==> config.mk <==
export PLATFORM = sky130hd
export DESIGN_NAME = buffered_router
export DESIGN_NICKNAME = d
export VERILOG_FILES = /design/src/rtl/buffered_router.sv
export SDC_FILE = /design/constraint.sdc
export NUM_CORES = 1
export LEC_CHECK = 0
export ABC_AREA = 1
export BUFFER_PORTS_ARGS = -buffer_cell sky130_fd_sc_hd__buf_2
export CELL_PAD_IN_SITES_DETAIL_PLACEMENT = 1
export CELL_PAD_IN_SITES_GLOBAL_PLACEMENT = 1
export CORE_UTILIZATION = 25
export CTS_CLUSTER_SIZE = 25
export DETAILED_ROUTE_END_ITERATION = 7
export GPL_TIMING_DRIVEN = 0
export HOLD_SLACK_MARGIN = 0.05
export PLACE_DENSITY_LB_ADDON = 0.1
export REMOVE_ABC_BUFFERS = 1
export SLEW_MARGIN = 40
export SYNTH_ARGS = -nofsm -noshare
export SYNTH_HDL_FRONTEND = slang
export SYNTH_SLANG_ARGS = --single-unit
==> constraint.sdc <==
create_clock -name clk -period 2.31 [get_ports clk]
set_clock_uncertainty 0.05 [all_clocks]
set_input_delay 0.231 -clock clk [delete_from_list [all_inputs] [get_ports clk]]
set_output_delay 0.231 -clock clk [all_outputs]
set_load 0.05 [all_outputs]
==> src/rtl/buffered_router.sv <==
// buffered_router: routes each accepted input word to one of NUM_OUT output
// channels selected by addr. Every channel owns a FIFO of FIFO_DEPTH entries,
// so a stalled consumer only back-pressures traffic addressed to itself.
//
// Handshake rule for all ports: a word moves on a rising clk edge exactly when
// valid && ready are both high. Once valid is raised, the data stays stable
// until that transfer happens. ready never depends combinationally on the
// valid of the same port. din_ready depends only on registered FIFO state and
// addr. It has no path from dout_ready, so a full channel takes its next push
// one cycle after a pop frees a slot.
module buffered_router #(
  parameter  int DATA_WIDTH = 32,
  parameter  int NUM_OUT    = 4,
  parameter  int FIFO_DEPTH = 4,
  localparam int ADDR_WIDTH = $clog2(NUM_OUT)
) (
  input  logic                          clk,
  input  logic                          resetn,
  input  logic [DATA_WIDTH-1:0]         din,
  input  logic                          din_valid,
  output logic                          din_ready,
  input  logic [ADDR_WIDTH-1:0]         addr,
  output logic [NUM_OUT*DATA_WIDTH-1:0] dout,
  output logic [NUM_OUT-1:0]            dout_valid,
  input  logic [NUM_OUT-1:0]            dout_ready,
  output logic [NUM_OUT-1:0]            full,
  output logic [15:0]                   drop_cnt
);

  localparam int PTR_W = $clog2(FIFO_DEPTH);
  localparam int CNT_W = PTR_W + 1;
  localparam logic [CNT_W-1:0]      DEPTH_C   = CNT_W'(FIFO_DEPTH);
  localparam logic [ADDR_WIDTH:0]   NUM_OUT_C = (ADDR_WIDTH + 1)'(NUM_OUT);

  logic [DATA_WIDTH-1:0] mem_q   [NUM_OUT][FIFO_DEPTH];
  logic [DATA_WIDTH-1:0] mem_d   [NUM_OUT][FIFO_DEPTH];
  logic [PTR_W-1:0]      head_q  [NUM_OUT];
  logic [PTR_W-1:0]      head_d  [NUM_OUT];
  logic [PTR_W-1:0]      tail_q  [NUM_OUT];
  logic [PTR_W-1:0]      tail_d  [NUM_OUT];
  logic [CNT_W-1:0]      count_q [NUM_OUT];
  logic [CNT_W-1:0]      count_d [NUM_OUT];
  logic [15:0]           drop_cnt_q;
  logic [15:0]           drop_cnt_d;

  logic                  addr_in_range;
  logic [NUM_OUT-1:0]    push;
  logic [NUM_OUT-1:0]    pop;

  // Status flags, show-ahead outputs and the input-side ready, from registered state.
  always_comb begin
    addr_in_range = ({1'b0, addr} < NUM_OUT_C);
    din_ready     = 1'b1;
    dout          = '0;
    dout_valid    = '0;
    full          = '0;
    for (int k = 0; k < NUM_OUT; k++) begin
      full[k]       = (count_q[k] == DEPTH_C);
      dout_valid[k] = (count_q[k] != '0);
      if (dout_valid[k]) begin
        dout[k*DATA_WIDTH +: DATA_WIDTH] = mem_q[k][head_q[k]];
      end
      // Out-of-range addresses never match a channel, so they stay ready.
      if (addr == ADDR_WIDTH'(k) && full[k]) begin
        din_ready = 1'b0;
      end
    end
    drop_cnt = drop_cnt_q;
  end

  // Next-state for every channel FIFO and the drop counter.
  always_comb begin
    mem_d      = mem_q;
    head_d     = head_q;
    tail_d     = tail_q;
    count_d    = count_q;
    drop_cnt_d = drop_cnt_q;
    push       = '0;
    pop        = '0;
    for (int k = 0; k < NUM_OUT; k++) begin
      push[k] = din_valid && din_ready && (addr == ADDR_WIDTH'(k));
      pop[k]  = dout_valid[k] && dout_ready[k];
      if (push[k]) begin
        mem_d[k][tail_q[k]] = din;
        tail_d[k]           = tail_q[k] + PTR_W'(1);
      end
      if (pop[k]) begin
        head_d[k] = head_q[k] + PTR_W'(1);
      end
      case ({push[k], pop[k]})
        2'b10:   count_d[k] = count_q[k] + CNT_W'(1);
        2'b01:   count_d[k] = count_q[k] - CNT_W'(1);
        default: count_d[k] = count_q[k];
      endcase
    end
    if (din_valid && !addr_in_range && drop_cnt_q != 16'hFFFF) begin
      drop_cnt_d = drop_cnt_q + 16'd1;
    end
  end

  // State registers; reset empties every FIFO and clears the drop counter.
  always_ff @(posedge clk or negedge resetn) begin
    if (!resetn) begin
      mem_q      <= '{default: '0};
      head_q     <= '{default: '0};
      tail_q     <= '{default: '0};
      count_q    <= '{default: '0};
      drop_cnt_q <= '0;
    end else begin
      mem_q      <= mem_d;
      head_q     <= head_d;
      tail_q     <= tail_d;
      count_q    <= count_d;
      drop_cnt_q <= drop_cnt_d;
    end
  end

endmodule

Yosys cells after proc, flatten, opt, wreduce, memory -nomap -nowiden
Cells that the tools add are included.
{"block": "totals", "reg_bits": 540}
{"block": "classes", "n_addsub": 16, "magnitude_cmp": 12, "eq_ne": 15, "mux": 36, "bitwise_logic": 8, "n_reduce_logical": 26}
{"op": "$bwmux 128", "count": 4}
{"op": "$mux 32", "count": 16}
{"op": "$bmux 32 s2", "count": 4}
{"op": "$demux 32 s2", "count": 4}
{"op": "$ge 3x3->1 const B", "count": 8}
{"op": "$not 2->3", "count": 8}
{"op": "$pmux 3 s2", "count": 4}
{"op": "$logic_and 1x1->1", "count": 17}
{"op": "$add 2x1->2 const B", "count": 8}
{"op": "$add 3x1->3 const B", "count": 4}
{"op": "$eq 2x2->1 const B", "count": 6}
{"op": "$eq 3x3->1 const B", "count": 4}
{"op": "$lt 3x1->1 const B", "count": 4}
{"op": "$reduce_bool 3->1", "count": 4}
{"op": "$sub 3x1->3 const B", "count": 4}
{"op": "$eq 2x1->1 const B", "count": 5}
{"op": "$reduce_bool 2->1", "count": 4}
{"op": "$mux 1", "count": 4}
{"op": "$logic_not 2->1", "count": 1}

Depth between registers and ports, before layout
Gate-level depths: netlist (run 1).
{"block": "logic_depth", "depth_word": 10, "mapped_depth": 15, "mapped_depth_nobuf": 14}

Worst setup path before layout (run 1)
Ideal clock, no wire load.
{"block": "synth_path", "kind": "register to register", "startpoint": "register count_q[0] (netlist bit)", "endpoint": "register count_q[1] (netlist bit)", "t_arrival_ns": 2.371, "required_ns": 2.177, "path_slack_ns": -0.193, "path_stages_with_launch": 13, "synth_period_minus_slack_ns": 2.503, "path_cell_list": "dfrtp_1 -> nor2_1 -> nand3_1 -> nand2_1 -> nor2_2 -> buf_2 -> nand2_1 -> nor2_1 -> inv_1 -> ha_1 -> inv_1 -> fa_1 -> o21ai_0"}
{"block": "synth_between", "elab_chain_len": 7, "elab_cells_between_ends": 13}
{"element": "from (decl)", "line_no": "41", "rtl": "logic [CNT_W-1:0] count_q [NUM_OUT];"}
{"element": "from (signal assigned)", "line_no": "113", "rtl": "count_q <= count_d;"}
{"element": "$eq 3x3->1 *", "line_no": "58", "rtl": "full[k] = (count_q[k] == DEPTH_C);"}
{"element": "$logic_and 1x1->1 *", "line_no": "64", "rtl": "if (addr == ADDR_WIDTH'(k) && full[k]) begin"}
{"element": "$mux 1 *", "line_no": "64"}
{"element": "via din_ready", "line_no": "21", "rtl": "output logic din_ready,"}
{"element": "$logic_and 1x1->1 * (2 in series)", "line_no": "81", "rtl": "push[k] = din_valid && din_ready && (addr == ADDR_WIDTH'(k));"}
{"element": "$eq 2x1->1 or $eq 2x2->1 (tied branches)", "line_no": "90", "rtl": "case ({push[k], pop[k]})"}
{"element": "$pmux 3 s2 or $reduce_bool 2->1 (tied branches)"}
The timed path passes the listed nets; every way through them passes the cells marked *.
A chain may end at the register's enable or synchronous reset.

Worst setup path after layout (run 1)
{"block": "layout_path", "startpoint": "register count_q[0] (netlist bit)", "endpoint": "register count_q[5] (netlist bit)"}
{"block": "layout_between", "elab_chain_len": 7, "elab_cells_between_ends": 9}
{"element": "$eq 3x3->1 *", "line_no": "58"}
{"element": "$logic_and 1x1->1 *", "line_no": "64"}
{"element": "$mux 1 *", "line_no": "64"}
{"element": "$logic_and 1x1->1 * (2 in series)", "line_no": "81"}
{"element": "$eq 2x1->1 or $eq 2x2->1 (tied branches)", "line_no": "90"}
{"element": "$pmux 3 s2 or $reduce_bool 2->1 (tied branches)"}
Mark *: on every way between the ends. The rest lies on a longest branch, timed or not.

==> metrics.csv, run 1 <==
metric,value,unit
synth_top_area_cell,dfrtp_1,
dpl_cell_area,30400,um^2
synthCells,3558,
cp_cell_sequence,nor2_4 > nand3_4 > nand2_8 > nor3_4 > buf_8 > buf_6 > buf_12 > buf_16 > nand2_8 > ha_4 > inv_4 > fa_2 > a21oi_2 > o21ai_2 > xor2_1,
grt_max_degree,83,
antenna_found_initial,2,
io_pins,194,
maxCapViolations,0,
synth_warnings,0,
drc,0,
grt_setup_unrepaired,true,
crit_family,simple AND/OR/NAND/NOR gates,
grt_pass1_wl,203,mm
drive_gt1_frac,0.343,
synth-seq-area-share,0.498,
portBuffers,177,
syn-cell-area,27100,um^2
worst_ep_required_time,2.76,ns
finalHoldViolations,0,
synthTopCellsByArea,"dfrtp_1 (50%), nand2_1 (15%), nand4_1 (12%), nor2_1 (7.3%), o21ai_0 (4.9%)",
numCtsBuffers,68,
fin_ws,-0.250,ns
fill_cells,11800,
wire_per_inst,26.2,um
htree_levels,3,
vias,28100,
finalSetupViolCount,124,
root_buffer,clkbuf_16,
cpMostUsedCell,nand2_8,
row_count,120,
path_class,register to register,
gr-total-overflow,0,
report.final.slew_viol_count,0,
p_leak,19.2,nW
fin_cells,5309,
worstMarginPinSlew,0.711,ns
die-width,331,um
track_usage,0.245,
slew_headroom,0.526,
ys_ff_latch,540,
vias_per_cell,5.29,
wl,139,mm
cts_buffer_depth,3,
end_kind,register,
design.die.area,110000,um^2
clk_pin_slew,0.06,ns
start_util,0.253,
multi_input_comb_area,15500,um^2
clk-insertion-delay-late,0.62,ns
die_y,331,um
slowest_stage,dfrtp_1,
hold_path_class,primary input to async pin,
dp_cells,4890,
drtIter0Drc,1842,
area_growth,55.4,%
synth.top_cell.area_share,0.498,
syn_area_per_cell,7.63,um^2
cp-start-kind,register,
nNetsFinal,3922,
cts.sinks,540,
final_core_util,0.393,
drt-pass1-iter-count,5,
hpwlAfterDp,71.9,mm
register_area,13500,um^2
place.gp.congestion,0.764,
cp_max_fo,7,
cts_tree,yes,
ant_nets,0,
outcome,"complete, but fails checks",
pre_cts_ws,-2.31,ns
ir_drop,1250,uV
grt_pass1_vias,30000,
max_stage_delay,0.41,ns
final.min_clock_period,2.56,ns
fmax,391,MHz
design_area,42200,um^2
arrival,3.01,ns
power_density,1900,nW/um^2
core,107000,um^2
critical_path_buf_inv_count,5,
setup_tns,-14.54,ns
layout_commonest_cell,nand2_1,
violations,setup timing,
final_cell_mix,"nand2_1 (1051), dfrtp_1 (532), nand4_1 (528)",
fin_crit_sh,1.11,
synth_cell_types,21,
-- Yosys cell counts, drive strengths merged --
cell type  instances
ha                20
a21oi            132
nor3               5
fa                 4
nand3             10
xnor2              4
clkbuf           269
inv               45
dfrtp            540
conb               1
nand4            528
buf              135
o21ai            265
nand2           1059
xor2               8
nor2             533
-- layout make-up --
cell class	count	share of cell area
Timing Repair inverter	14	0.00543
Antenna cell	2	0.000119
Clock buffer	108	0.0507
Clock inverter	9	0.00226
Inverter	45	0.00941
Sequential cell	540	0.321
Tap cell	1403	0.0416
Timing Repair Buffer	604	0.201
Multi-Input combinational cell	2584	0.368
-- state kept, by name (all words and copies together), names as in the netlist --
signal	cells
count_q	12
head_q	8
mem_q	512
tail_q	8
-- cell families after synthesis --
group	after synthesis	share of synthesized area
DFF	540	0.498
buffers and inverters	449	0.0671
other	1	0.000138
AOI/OAI and AO/OA	397	0.0732
and+or+nand+nor	2135	0.346
adders and majority gates	24	0.0122
xor gates and xnor gates	12	0.00387
-- metrics by stage --
| step | total power [W] | hold WS, ns |
|---|---|---|
| 3_3_place_gp | 0.0435 | 0.407 |
| 4_1_cts | 0.0749 | 0.0656 |
| 6_report | 0.0802 | 0.100 |
| 3_5_place_dp | 0.0471 | 0.157 |
| 5_1_grt | 0.0841 | 0.0928 |
| 2_1_floorplan | 0.0348 | -0.115 |
-- power breakdown --
group	switching (W)	internal [W]
logic	0.0308	0.0208
clock network	0.00447	0.00653
registers	0.00365	0.0139
total	0.0389	0.0413
-- layer usage --
layer,global-route usage,routed length (um),part of all wire
met1,0.318,61400,0.44
met2,0.418,68100,0.49
met3,0.0264,4580,0.033
met4,0.0896,4950,0.036
met5,0,13,0.000094
-- repair_timing --
item / 4_1_cts / 5_1_grt
buffers inserted: 193 / 83
hold buffers: 6 / 0
cloned: 73 / 10
endpoints found under the setup margin: 661 / 352
endpoints found under the hold margin: 172 / 0
pin swaps: 212 / 301
resized for setup: 1072 / 628
-- path summary, 6_finish.rpt --
path	endpoint	slack, ns	startpoint	cells after the start
max	count_q[5]$_DFFE_PN0P_	-0.25	count_q[0]$_DFFE_PN0P_	15
min	mem_q[221]$_DFFE_PN0P_	0.10	resetn	2
max reg2reg	count_q[5]$_DFFE_PN0P_	-0.25	count_q[0]$_DFFE_PN0P_	15
min reg2reg	mem_q[136]$_DFFE_PN0P_	0.42	mem_q[136]$_DFFE_PN0P_	2
max in group asynchronous	mem_q[75]$_DFFE_PN0P_	0.23	resetn	6
min in group clk	mem_q[5]$_DFFE_PN0P_	0.11	din[5]	3
(Power assumes the default switching activity.)
==> run 2, diff against run 1 <==
--- a/config.mk
+++ b/config.mk
@@ -14,9 +14,11 @@
 export DETAILED_ROUTE_END_ITERATION = 7
 export GPL_TIMING_DRIVEN = 0
 export HOLD_SLACK_MARGIN = 0.05
+export MAX_ROUTING_LAYER = met4
 export PLACE_DENSITY_LB_ADDON = 0.1
 export REMOVE_ABC_BUFFERS = 1
 export SLEW_MARGIN = 40
 export SYNTH_ARGS = -nofsm -noshare
 export SYNTH_HDL_FRONTEND = slang
 export SYNTH_SLANG_ARGS = --single-unit
+export TNS_END_PERCENT = 10
==> run 2 against run 1 <==
The flow still finishes with violations (setup timing); register-to-register slack about the same; first-iteration DRC count is 0.49% lower; combinational power fell by 21%; sequential share of layout area up 4.1 points; worst setup slack got worse by 0.0085 ns; fmax is 0.33% lower; power is 15% lower; die area unchanged; worst hold slack improved by 0.013 ns; global-route usage is 1.6 points lower; highest routed layer is now met4.
==> metrics.csv, run 2 (synthesis gave the netlist of run 1 again) <==
metric,value,unit,change
clk_pin_slew,0.06,ns,about the same
path_class,register to register,,
final_cell_mix,"nand2_1 (1053), nand4_1 (528), dfrtp_1 (525)",,
nNetsFinal,3790,,-3.4%
vias,26900,,-4.1%
core,107000,um^2,unchanged
hold_path_class,primary input to async pin,,
clk-insertion-delay-late,0.62,ns,about the same
drive_gt1_frac,0.229,,-0.113
setup_tns,-13.10,ns,+1.44 ns
fmax,389,MHz,-0.33%
total_power,0.0685,W,-15%
r2r_slack,-0.26,ns,about the same
vias_per_cell,5.20,,-1.6%
violations,setup timing,,
grt_max_degree,83,,unchanged
regMostFlops,mem_q,,
fin_cells,5176,,-2.5%
ir_drop,982,uV,-22%
htree_levels,3,,unchanged
numCtsBuffers,68,,unchanged
track_usage,0.229,,-0.0160
fin_crit_sh,1.11,,+0.00368
antenna_found_initial,1,,-1
largestRegisters,"mem_q: 512 flops, count_q: 12 flops",,
cp-start-kind,register,,
grt_pass1_vias,28400,,-5.4%
power_density,1830,nW/um^2,-3.7%
multi_input_comb_area,13200,um^2,-15%
grt_pass1_wl,186,mm,-8.3%
fin_ws,-0.259,ns,-0.00849 ns
hpwlAfterDp,71.9,mm,unchanged
wl,129,mm,-6.9%
cts_buffer_depth,3,,unchanged
maxCapViolations,0,,unchanged
timing.rr.start,count_q[1]$_DFFE_PN0P_,,
grt_setup_unrepaired,true,,
cts_tree,yes,,
p_leak,17.7,nW,-7.8%
cts.sinks,540,,unchanged
outcome,"complete, but fails checks",,
finalSetupViolCount,187,,+51%
largest_reg_flops,512,,unchanged
gr-total-overflow,0,,unchanged
root_buffer,clkbuf_16,,
r2r.worst_path.cells,15,,unchanged
layout_commonest_cell,nand2_1,,
design.die.area,110000,um^2,unchanged
start_util,0.253,,unchanged
arrival,3.01,ns,about the same
end_kind,register,,
place.gp.congestion,0.775,,+1.3%
slew_headroom,0.518,,-0.00842
wire_per_inst,25.0,um,-4.5%
fill_cells,12200,,+3.5%
r2r-end,count_q[5]$_DFFE_PN0P_,,
finalHoldViolations,0,,unchanged
portBuffers,177,,unchanged
final.min_clock_period,2.57,ns,+0.00849 ns
worst_ep_required_time,2.75,ns,about the same
pre_cts_ws,-2.31,ns,unchanged
die_y,331,um,unchanged
dp_cells,4890,,unchanged
io_pins,194,,unchanged
register_area,13600,um^2,about the same
area_growth,37.8,%,
worstMarginPinSlew,0.723,ns,+0.0126 ns
cp_max_fo,8,,+1
row_count,120,,unchanged
drt-pass1-iter-count,5,,unchanged
die-width,331,um,unchanged
report.final.slew_viol_count,0,,unchanged
final_core_util,0.348,,-0.0444
drc,0,,unchanged
drtIter0Drc,1833,,-0.49%
ant_nets,0,,unchanged
==> run 2: cell count changes in the layout (fill, tap and decap cells not counted), moves of 32 or more <==
cell     previous run  this run
nor2_2            121        46
buf_6             195       125
buf_12             98        66
nor2_4            134        26
o21ai_0            17       139
buf_16             77        34
o21ai_2           114        40
nor2_1            278       461
o21ai_4            72         7
==> run 2: critical path, cell delays in order (launching register included) <==
cell and delay [ns]:
dfrtp_1 0.41, nor2_4 0.15, nand3_4 0.16, nand2_8 0.15
nor3_4 0.06, buf_8 0.12, buf_6 0.11, buf_12 0.12
buf_16 0.14, nand2_8 0.06, ha_4 0.13, inv_4 0.04
fa_2 0.35, a21oi_2 0.16, o21ai_2 0.08, xor2_1 0.14
==> run 2: per-layer routing <==
| layer | wire length, um | track usage | up-vias |
|---|---|---|---|
| met5 | 0 | - | - |
| met4 | 4310 | 0.0775 | 0 |
| met2 | 63200 | 0.381 | 578 |
| met3 | 4380 | 0.0246 | 186 |
| met1 | 57500 | 0.289 | 14000 |
| li1 | - | - | 12200 |
==> run 2: layout make-up <==
cell class	instances	area share
repair buffers	477	0.166
flip-flops and latches	540	0.362
well taps	1403	0.0469
clock buffers	108	0.0572
repair inverters	9	0.00351
diodes	1	0.0000669
inverters	45	0.00997
multi-input cells	2584	0.352
clock inverters	9	0.00254
==> run 2: report_power, final <==
group	switching, W	internal (W)	leakage (nW)	total (W)
clock network	0.00441	0.00653	1.10	0.0109
logic	0.0262	0.0146	9.75	0.0408
registers	0.00285	0.0139	6.88	0.0168
total	0.0335	0.0350	17.7	0.0685
==> run 2: worst max path at each step <==
stage                                 startpoint                 endpoint  slack (ns)
after floorplan                          addr[1]  count_q[10]$_DFFE_PN0P_       -9.22
after global placement                   addr[1]  count_q[10]$_DFFE_PN0P_      -18.55
after detailed placement                 addr[1]   count_q[5]$_DFFE_PN0P_       -2.31
after CTS                  head_q[4]$_DFFE_PN0P_                 dout[63]       -0.42
after global routing      count_q[1]$_DFFE_PN0P_   count_q[5]$_DFFE_PN0P_       -0.33
final                     count_q[1]$_DFFE_PN0P_   count_q[5]$_DFFE_PN0P_       -0.26
==> run 2: per-stage QoR <==
step / area, um^2 / hold WS, ns
2_1_floorplan: 25500 / -0.115
3_3_place_gp: 28200 / 0.407
3_5_place_dp: 30400 / 0.157
4_1_cts: 34600 / 0.0660
5_1_grt: 37400 / 0.0945
6_report: 37400 / 0.113
==> run 2: what timing repair did <==
action | in CTS | in global routing
setup endpoints to repair | 661 | 349
hold endpoints to repair | 174 | 0
resized for setup | 420 | 431
pin swaps | 87 | 131
buffers inserted | 45 | 72
hold buffers | 6 | 0
gates cloned | 8 | 44
==> run 3, diff against run 2 <==
--- a/config.mk
+++ b/config.mk
@@ -16,7 +16,6 @@
 export HOLD_SLACK_MARGIN = 0.05
 export MAX_ROUTING_LAYER = met4
 export PLACE_DENSITY_LB_ADDON = 0.1
-export REMOVE_ABC_BUFFERS = 1
 export SLEW_MARGIN = 40
 export SYNTH_ARGS = -nofsm -noshare
 export SYNTH_HDL_FRONTEND = slang
==> run 3 against run 2 <==
The flow still finishes with violations (setup timing); first-iteration DRC count down 15%; final cell count increased by 2.7%; non-clock buffer count rose by 140; worst hold slack lost 0.059 ns; flip-flop and latch count stayed put; via count decreased by 1.5%; clock-buffer cell count is 3 higher; register-to-register slack improved by 0.17 ns; critical endpoint is now dout[39]; highest routed layer unchanged.
==> metrics.csv, run 3 (synthesis gave the netlist of run 1 again) <==
metric,value,unit,change
final.min_clock_period,2.50,ns,-0.0648 ns
wl,131,mm,+1.4%
area_growth,32.4,%,
final_cell_mix,"nand2_1 (1051), dfrtp_1 (529), nand4_1 (528)",,
drtIter0Drc,1555,,-15%
setup_tns,-8.41,ns,+4.69 ns
place.gp.congestion,0.793,,+2.4%
drive_gt1_frac,0.209,,-0.0204
finalHoldViolations,0,,unchanged
drt-pass1-iter-count,5,,unchanged
cts.sinks,540,,unchanged
track_usage,0.245,,+0.0163
worstMarginPinSlew,0.906,ns,+0.183 ns
root_buffer,clkbuf_16,,
ir_drop,1220,uV,+25%
nNetsFinal,3925,,+3.6%
vias_per_cell,4.99,,-4.1%
row_count,120,,unchanged
worst_ep_required_time,2.03,ns,-0.72 ns
outcome,"complete, but fails checks",,
numCtsBuffers,72,,+5.9%
finalSetupViolCount,115,,-39%
crit_path_start,head_q[4]$_DFFE_PN0P_,,
hold_path_class,primary input to async pin,,
cp-start-kind,register,,
arrival,2.22,ns,-0.79 ns
timing.rr.start,count_q[0]$_DFFE_PN0P_,,
total_power,0.0659,W,-3.9%
slew_headroom,0.396,,-0.122
hpwlAfterDp,90.8,mm,+26%
drc,0,,unchanged
multi_input_comb_area,13000,um^2,-1.5%
grt_pass1_wl,195,mm,+4.6%
wire_per_inst,24.7,um,-1.3%
regMostFlops,mem_q,,
portBuffers,144,,-19%
cts_tree,yes,,
fin_crit_sh,1.08,,-0.0281
gr-total-overflow,0,,unchanged
cts_buffer_depth,3,,unchanged
io_pins,194,,unchanged
design.die.area,110000,um^2,unchanged
power_density,1830,nW/um^2,about the same
die-width,331,um,unchanged
fill_cells,12600,,+3.3%
htree_levels,3,,unchanged
cp_max_fo,8,,unchanged
clk-insertion-delay-late,0.64,ns,+0.02 ns
start_util,0.253,,unchanged
violations,setup timing,,
grt_max_degree,90,,+8.4%
p_leak,17.2,nW,-2.9%
vias,26500,,-1.5%
clk_pin_slew,0.06,ns,about the same
largest_reg_flops,512,,unchanged
fin_cells,5315,,+2.7%
ant_nets,0,,unchanged
grt_setup_unrepaired,true,,
fin_ws,-0.194,ns,+0.0648 ns
dp_cells,5127,,+4.8%
pre_cts_ws,-1.71,ns,+0.603 ns
path_class,register to output port,,
report.final.slew_viol_count,0,,unchanged
largestRegisters,"mem_q: 512 flops, count_q: 12 flops",,
die_y,331,um,unchanged
whs,0.0540,ns,-0.0586 ns
maxCapViolations,0,,unchanged
antenna_found_initial,2,,+1
layout_commonest_cell,nand2_1,,
core,107000,um^2,unchanged
end_kind,output port,,
fmax,399,MHz,+2.6%
register_area,13500,um^2,-0.18%
grt_pass1_vias,28000,,-1.4%
==> run 3: cell types whose count changed in the layout (fill, tap and decap cells not counted), moves of 16 or more <==
cell | before | now
buf_2 | 45 | 67
buf_4 | 150 | 88
clkbuf_4 | 1 | 35
o21ai_1 | 79 | 112
o21ai_0 | 139 | 87
clkbuf_1 | 17 | 144
clkbuf_8 | 18 | 43
buf_16 | 34 | 8
buf_6 | 125 | 100
o21ai_2 | 40 | 65
ha_1 | 0 | 16
clkbuf_2 | 0 | 53
buf_12 | 66 | 17
buf_1 | 0 | 43
==> run 3: report_power, final <==
group | leakage (nW) | switching (W) | internal [W]
registers | 6.88 | 0.00293 | 0.0139
clock network | 1.12 | 0.00464 | 0.00650
logic | 9.22 | 0.0248 | 0.0131
==> run 3: stage by stage <==
| stage | utilization | area [um^2] |
|---|---|---|
| after floorplan | - | 27200 |
| after global placement | 0.276 | 29700 |
| after detailed placement | 0.279 | 29900 |
| after CTS | 0.328 | 35300 |
| after global routing | 0.335 | 35900 |
| final | 0.335 | 35900 |
==> run 3: cell type report <==
class,instances,share of cell area
flip-flops and latches,540,0.376
multi-input cells,2584,0.361
plain buffers,399,0.0793
repair buffers,218,0.0664
clock buffers,111,0.0599
well taps,1403,0.0489
inverters,45,0.00533
clock inverters,14,0.00306
diodes,1,0.0000696
==> run 3: per-layer routing <==
| metal | track usage | vias up | wire (um) |
|---|---|---|---|
| met5 | - | - | 0 |
| met4 | 0.0672 | 0 | 3340 |
| met3 | 0.0326 | 143 | 4790 |
| met2 | 0.390 | 497 | 61800 |
| met1 | 0.326 | 13400 | 61200 |
| li1 | - | 12500 | - |
==> run 3: path summary, 6_finish.rpt <==
kind / end / slack [ns] / cells past startpoint
setup reg to reg: count_q[8]$_DFFE_PN0P_ / -0.09 / 13
hold reg to reg: mem_q[275]$_DFFE_PN0P_ / 0.42 / 2
hold / removal: count_q[10]$_DFFE_PN0P_ / 0.05 / 2
setup / recovery: dout[39] / -0.19 / 7
min in group clk: mem_q[368]$_DFFE_PN0P_ / 0.08 / 3
max in group asynchronous: head_q[3]$_DFFE_PN0P_ / 0.38 / 5
==> run 3: critical path: stages, from the launching register on <==
cell and delay, ns:
dfrtp_2 0.43, clkbuf_16 0.21, clkbuf_16 0.16, nor2_2 0.04
nor2_1 0.09, o21ai_1 0.08, a21oi_2 0.35, buf_6 0.22
==> run 3: repair_timing <==
action	in CTS	in global routing
hold buffers	18	0
endpoints found under the hold margin	389	0
resized for setup	894	251
pin swaps	113	80
setup buffers	27	7
endpoints found under the setup margin	660	526
gates cloned	10	6
